## src/rtl/gray_cnt_dual_p.sv

```systemverilog
// Dual-width Gray counter: an N-bit Gray pointer plus an (N-1)-bit Gray address, both registered from one binary state.
// Optional saturating mode is selected by defining GRAY_CNT_SAT_EN.
module gray_cnt_dual_p #(
  parameter int unsigned N       = 4,
  parameter int unsigned RST_VAL = 0
) (
  input  logic         clk,
  input  logic         rst,
  input  logic         en,
  input  logic         up_dn,
  input  logic         ld,
  input  logic [N-1:0] ld_val,
  output logic [N-1:0] n_gr_cnt,
  output logic [N-2:0] n_1_gr_cnt,
  output logic [N-1:0] bin_cnt,
  output logic         tc,
  output logic         wrap
);

  localparam logic [N-1:0] ONE    = {{(N-1){1'b0}}, 1'b1};
  localparam logic [N-1:0] RST_B  = RST_VAL[N-1:0];
  localparam logic [N-1:0] RST_G  = RST_B ^ (RST_B >> 1);
  localparam logic [N-2:0] RST_G1 = {RST_G[N-1] ^ RST_G[N-2], RST_G[N-3:0]};

  logic [N-1:0] b_nxt;
  logic [N-1:0] g_nxt;
  logic [N-2:0] g1_nxt;
  logic         wrap_nxt;
  logic         at_max;
  logic         at_min;

  assign at_max = (bin_cnt == '1);
  assign at_min = (bin_cnt == '0);
  assign tc     = up_dn ? at_max : at_min;

  always_comb begin
    b_nxt    = bin_cnt;
    wrap_nxt = 1'b0;
    if (ld) begin
      b_nxt = ld_val;
    end else if (en) begin
      if (up_dn) begin
`ifdef GRAY_CNT_SAT_EN
        if (!at_max) b_nxt = bin_cnt + ONE;
`else
        b_nxt    = bin_cnt + ONE;
        wrap_nxt = at_max;
`endif
      end else begin
`ifdef GRAY_CNT_SAT_EN
        if (!at_min) b_nxt = bin_cnt - ONE;
`else
        b_nxt    = bin_cnt - ONE;
        wrap_nxt = at_min;
`endif
      end
    end
  end

  // Narrow code folds the top two Gray bits, equal to gray(b_nxt[N-2:0]).
  assign g_nxt  = b_nxt ^ (b_nxt >> 1);
  assign g1_nxt = {g_nxt[N-1] ^ g_nxt[N-2], g_nxt[N-3:0]};

  always_ff @(posedge clk or negedge rst) begin
    if (!rst) begin
      bin_cnt    <= RST_B;
      n_gr_cnt   <= RST_G;
      n_1_gr_cnt <= RST_G1;
      wrap       <= 1'b0;
    end else begin
      bin_cnt    <= b_nxt;
      n_gr_cnt   <= g_nxt;
      n_1_gr_cnt <= g1_nxt;
      wrap       <= wrap_nxt;
    end
  end

endmodule

```

## config.mk

```make
export PLATFORM = sky130hd
export DESIGN_NAME = gray_cnt_dual_p
export DESIGN_NICKNAME = d
export VERILOG_FILES = /design/src/rtl/gray_cnt_dual_p.sv
export SDC_FILE = /design/constraint.sdc
export NUM_CORES = 1
export LEC_CHECK = 0
export ABC_CLOCK_PERIOD_IN_PS = 2020
export BUFFER_PORTS_ARGS = -buffer_cell sky130_fd_sc_hd__buf_2
export CAP_MARGIN = 15
export CELL_PAD_IN_SITES_DETAIL_PLACEMENT = 1
export CELL_PAD_IN_SITES_GLOBAL_PLACEMENT = 2
export CORE_MARGIN = 2
export CORE_UTILIZATION = 27
export CTS_BUF_LIST = sky130_fd_sc_hd__clkbuf_4
export CTS_CLUSTER_DIAMETER = 150
export DETAILED_ROUTE_END_ITERATION = 8
export PLACE_DENSITY_LB_ADDON = 0.12
export SETUP_SLACK_MARGIN = 0.1
export SLEW_MARGIN = 20
export SYNTH_ARGS = -nofsm -noshare
export SYNTH_HDL_FRONTEND = slang
export SYNTH_SLANG_ARGS = --single-unit
```

## constraint.sdc

```tcl
create_clock -name clk -period 2.02 [get_ports clk]
set_input_delay 0.303 -clock clk [delete_from_list [all_inputs] [get_ports clk]]
set_output_delay 0.303 -clock clk [all_outputs]
set_load 0.005 [all_outputs]
```

## Word-level counts from Yosys, hierarchy flattened

Index checks and enable logic that the tools add are counted.

| word-level totals | value |
|---|---|
| bits of input ports | 9 |
| flip-flop bits (word level) | 12 |
| output and inout port bits | 13 |

| operators by class | value |
|---|---|
| equality and inequality tests | 1 |
| reductions and logical operators | 1 |
| add/sub/neg operators | 2 |
| muxes and demuxes | 6 |
| bitwise gates (word level) | 2 |

Operators by type and width:

| kind | count |
|---|---|
| 2-to-1 mux 4 bit | 3 |
| adder 4 x 1 -> 4 bit, second input constant | 1 |
| equality test 4 bit, second input constant | 1 |
| zero test 4 bit | 1 |
| subtractor 4 x 1 -> 4 bit, second input constant | 1 |
| XOR 4 x 3 -> 4 bit | 1 |
| 2-to-1 mux 1 bit | 3 |
| XOR 1 bit | 1 |

## Longest topological paths before layout

| logic depth | value |
|---|---|
| word-level depth | 6 |
| gate-level depth with buffers | 6 |

## Worst setup path before layout

No wires, ideal clock.

| timing path | value |
|---|---|
| path kind | reg-to-reg |
| start | register n_1_gr_cnt[2] (netlist name) |
| end | register n_gr_cnt[2] |
| data arrival time | 1.504 ns |
| setup time | 0.132 ns |
| stages on the path, launching flop included | 6 |
| path slack | 0.385 ns |
| cells stage by stage | dfrtp_1 ha_1 nand3_1 and4b_1 or3_4 xor2_1 |

RTL lines:

| item | line | source |
|---|---|---|
| end signal, assigned | 72 | `n_gr_cnt <= g_nxt;` |
| end, declared | 13 | `output logic [N-1:0] n_gr_cnt,` |

## Worst setup path in the final report

| timing path | value |
|---|---|
| start | register bin_cnt[0] |
| end | register n_1_gr_cnt[1] |

| between the ends | value |
|---|---|
| cells in the longest elaborated chain, start to end | 5 |
| elaborated cells between the ends (all ways) | 6 |
| classes of those cells | add/sub: 2; mux: 3; bitwise: 1 |

RTL lines:

| item | line | source |
|---|---|---|
| start, declared | 15 | `output logic [N-1:0] bin_cnt,` |
| start signal, assigned | 71 | `bin_cnt <= b_nxt;` |
| subtractor 4 x 1 -> 4 bit or adder 4 x 1 -> 4 bit (tied branches) | 53, 46 |  |
| 2-to-1 mux 4 bit (*) | 42 | `if (up_dn) begin` |
| 2-to-1 mux 4 bit (*) | 41 | `end else if (en) begin` |
| 2-to-1 mux 4 bit (*) | 39 | `if (ld) begin` |
| XOR 4 x 3 -> 4 bit (*) | 61 | `assign g_nxt = b_nxt ^ (b_nxt >> 1);` |
| net g1_nxt[1] | 27 | `logic [N-2:0] g1_nxt;` |
| end signal, assigned | 73 | `n_1_gr_cnt <= g1_nxt;` |
| end, declared | 14 | `output logic [N-2:0] n_1_gr_cnt,` |

Mark *: on every way through the listed nets, which the timed path passes. The rest lies on a longest branch.

==> out/qor.yml <==
ys_ff_latch: 8
seqCellArea_um2: 200
dr.pass1.iters: 2
critPathLaunchType: "register"
wl_per_cell_um: 12.0
grt_pass1_wl_um: 1610
cpPeakStageDelay_ns: 0.50
power_frac_comb_pct: 34.0
ant_nets: 0
numCtsBuffers: 3
cellLeakagePower_uw: 0.000308
layout_common_cells: "buf_2, dfrtp_1, xnor2_1"
slowest_stage: "fa_1"
critPathArrivalTime_ns: 1.86
clock_latency_ns: 0.25
hpwl_um: 810
num-nets-final: 80
overflow: 0
max-slew-margin-rel_pct: 78.3
yosysSeqAreaShare_pct: 41.9
clock-sinks: 8
maxCapViolCount: 0
die-area_um2: 2120
grt_max_degree: 10
post-synth-top-area-cell: "dfrtp_1"
syn2layout_area_growth_pct: 26.2
clock_path_buffers: 2
rsz0062_at_grt: "no"
ys_warn_count: 0
worst_pin_slew_ns: 0.326
netlist_area_um2: 478
power.share.clock_pct: 23.1
fin_util_pct: 35.7
status: "complete, no violations"
p_sw_uw: 159
setup_violations: 0
num_rows: 15
multi_input_area_um2: 229
synth_cell_types: 23
end_kind: "register"
vdd_drop_max_mv: 0.169
fin_crit_ns: 1.69
synth_area_per_cell_um2: 10.6
p_total_uw: 510
p_sw_share_pct: 31.1
path_clk_slew_ns: 0.05
tritoncts: "yes"
worstPathCellList: "fa_1, mux2i_1, nor2_1, a21oi_1, xnor2_1"
drc_errors: 0
p_per_area_nw_per_um2: 846
die_w_um: 46.1
routabilityCongestion: 0.728
postCtsSetupRepairBufs: 0
timing.final.crit_share_pct: 83.8
power_frac_seq_pct: 42.8
cp_max_fo: 6
drt_iter0_markers: 1
core_area_um2: 1690
fmax_mhz: 591
hold_violations: 0
viasPerCell: 4.65
syn_nets: 57
synth_area_leaders: "dfrtp_1, xnor2_1, buf_4"
tns_ns: 0
hp-class: "in -> reg"
finalClockSkew_ns: 0.00100
grt_pass1_vias: 366
layout-drive-gt1-share_pct: 39.4
vias: 386
cts-htree-levels: 1
die_h_um: 46.1
start_util_pct: 28.3
final_common_cell: "buf_2"
routed_wl_um: 997
p_int_uw: 351
grt.total_usage_pct: 11.3
io_buffers: 21
diodes: 0
slew_violations: 0
io_pins: 22
antenna_found_initial: 0
synth_top_cell_area_share_pct: 41.9
clockRootBuffer: "clkbuf_4"
synthCells: 45
dp_cells: 79
worst_ep_required_time_ns: 2.19
fill_cells: 204
critPathKind: "reg -> reg"
fin_cells: 83
[worst paths after layout]
kind                             from             to  slack (ns)  depth (start not counted)
max                        bin_cnt[0]  n_1_gr_cnt[1]        0.33                          5
min                         ld_val[1]     bin_cnt[1]        0.33                          3
min reg2reg                bin_cnt[3]     bin_cnt[3]        0.77                          2
max in group asynchronous         rst  n_1_gr_cnt[0]        1.44                          2
max reg2reg                bin_cnt[0]  n_1_gr_cnt[1]        0.33                          5
min in group asynchronous         rst           wrap        0.42                          2
[metal layers]
metal	share of wire, %	wire (µm)	track usage (%)
met5	0	0	0
met4	0	0	6.86
met3	5.2	52	2.35
met2	47	473	18.1
met1	47	471	13.7
[sequential cells by signal, indices dropped and copies added, names as in the netlist]
| register | cells |
|---|---|
| wrap | 1 |
| bin_cnt | 3 |
| n_1_gr_cnt | 3 |
| n_gr_cnt | 1 |
[worst max-delay path: cells and delay by family, from the launching register on]
kind | cells | cell delay [ns]
AND/OR/NAND/NOR | 1 | 0.05
adder cells (fa/ha/maj) | 1 | 0.50
flip-flops | 1 | 0.47
XOR/XNOR | 1 | 0.17
multiplexers | 1 | 0.15
AO/OA/AOI/OAI | 1 | 0.28
[timing repair]
action,in CTS,in global routing
hold buffers,1,0
endpoints found under the hold margin,8,0
resized for setup,0,0
endpoints found under the setup margin,0,0
[power groups by stage]
stage | Clock (µW) | Combinational, µW | Sequential (µW)
floorplan | 0 | 111 | 224
global route | 136 | 198 | 225
detailed placement | 0 | 176 | 223
CTS | 126 | 177 | 221
finish | 118 | 174 | 219
global placement | 0 | 175 | 224
[Yosys cell counts, drive strengths merged]
master  number
mux2i        2
inv          2
a21oi        2
and4b        1
nor2b        1
o21ai        3
a22o         1
xor2         2
ha           2
a211oi       1
dfrtp        8
nand3        1
xnor2        4
nor4         1
nand2        3
nand2b       1
fa           1
or3          1
nand4        1
nor2         2
buf          5
[layout make-up]
| type | count | share of cell area [%] |
|---|---|---|
| clock buffer | 3 | 3.73 |
| multi-input combinational | 30 | 38.0 |
| sequential | 8 | 33.2 |
| inverter | 2 | 1.24 |
| timing repair buffer | 23 | 20.3 |
| tap | 17 | 3.53 |
[per-stage QoR]
| step | setup WS [ns] | hold slack, ns | instance area (µm²) |
|---|---|---|---|
| finish | 0.327 | 0.332 | 603 |
| global route | 0.186 | 0.329 | 603 |
| CTS | 0.295 | 0.323 | 603 |
| detailed placement | 0.193 | 0.150 | 571 |
| global placement | 0.230 | 0.151 | 571 |
| floorplan | 0.385 | 0.00741 | 478 |
[cell families after synthesis]
group,Yosys count,share of synthesized area [%]
and+or+nand+nor,12,14.7
DFF,8,41.9
buffers and inverters,7,10.2
xor gates and xnor gates,6,11.0
adders and majority gates,3,9.42
AOI/OAI and AO/OA,7,8.64
muxes,2,4.19
Note: power is estimated with default switching activity, not from simulation.
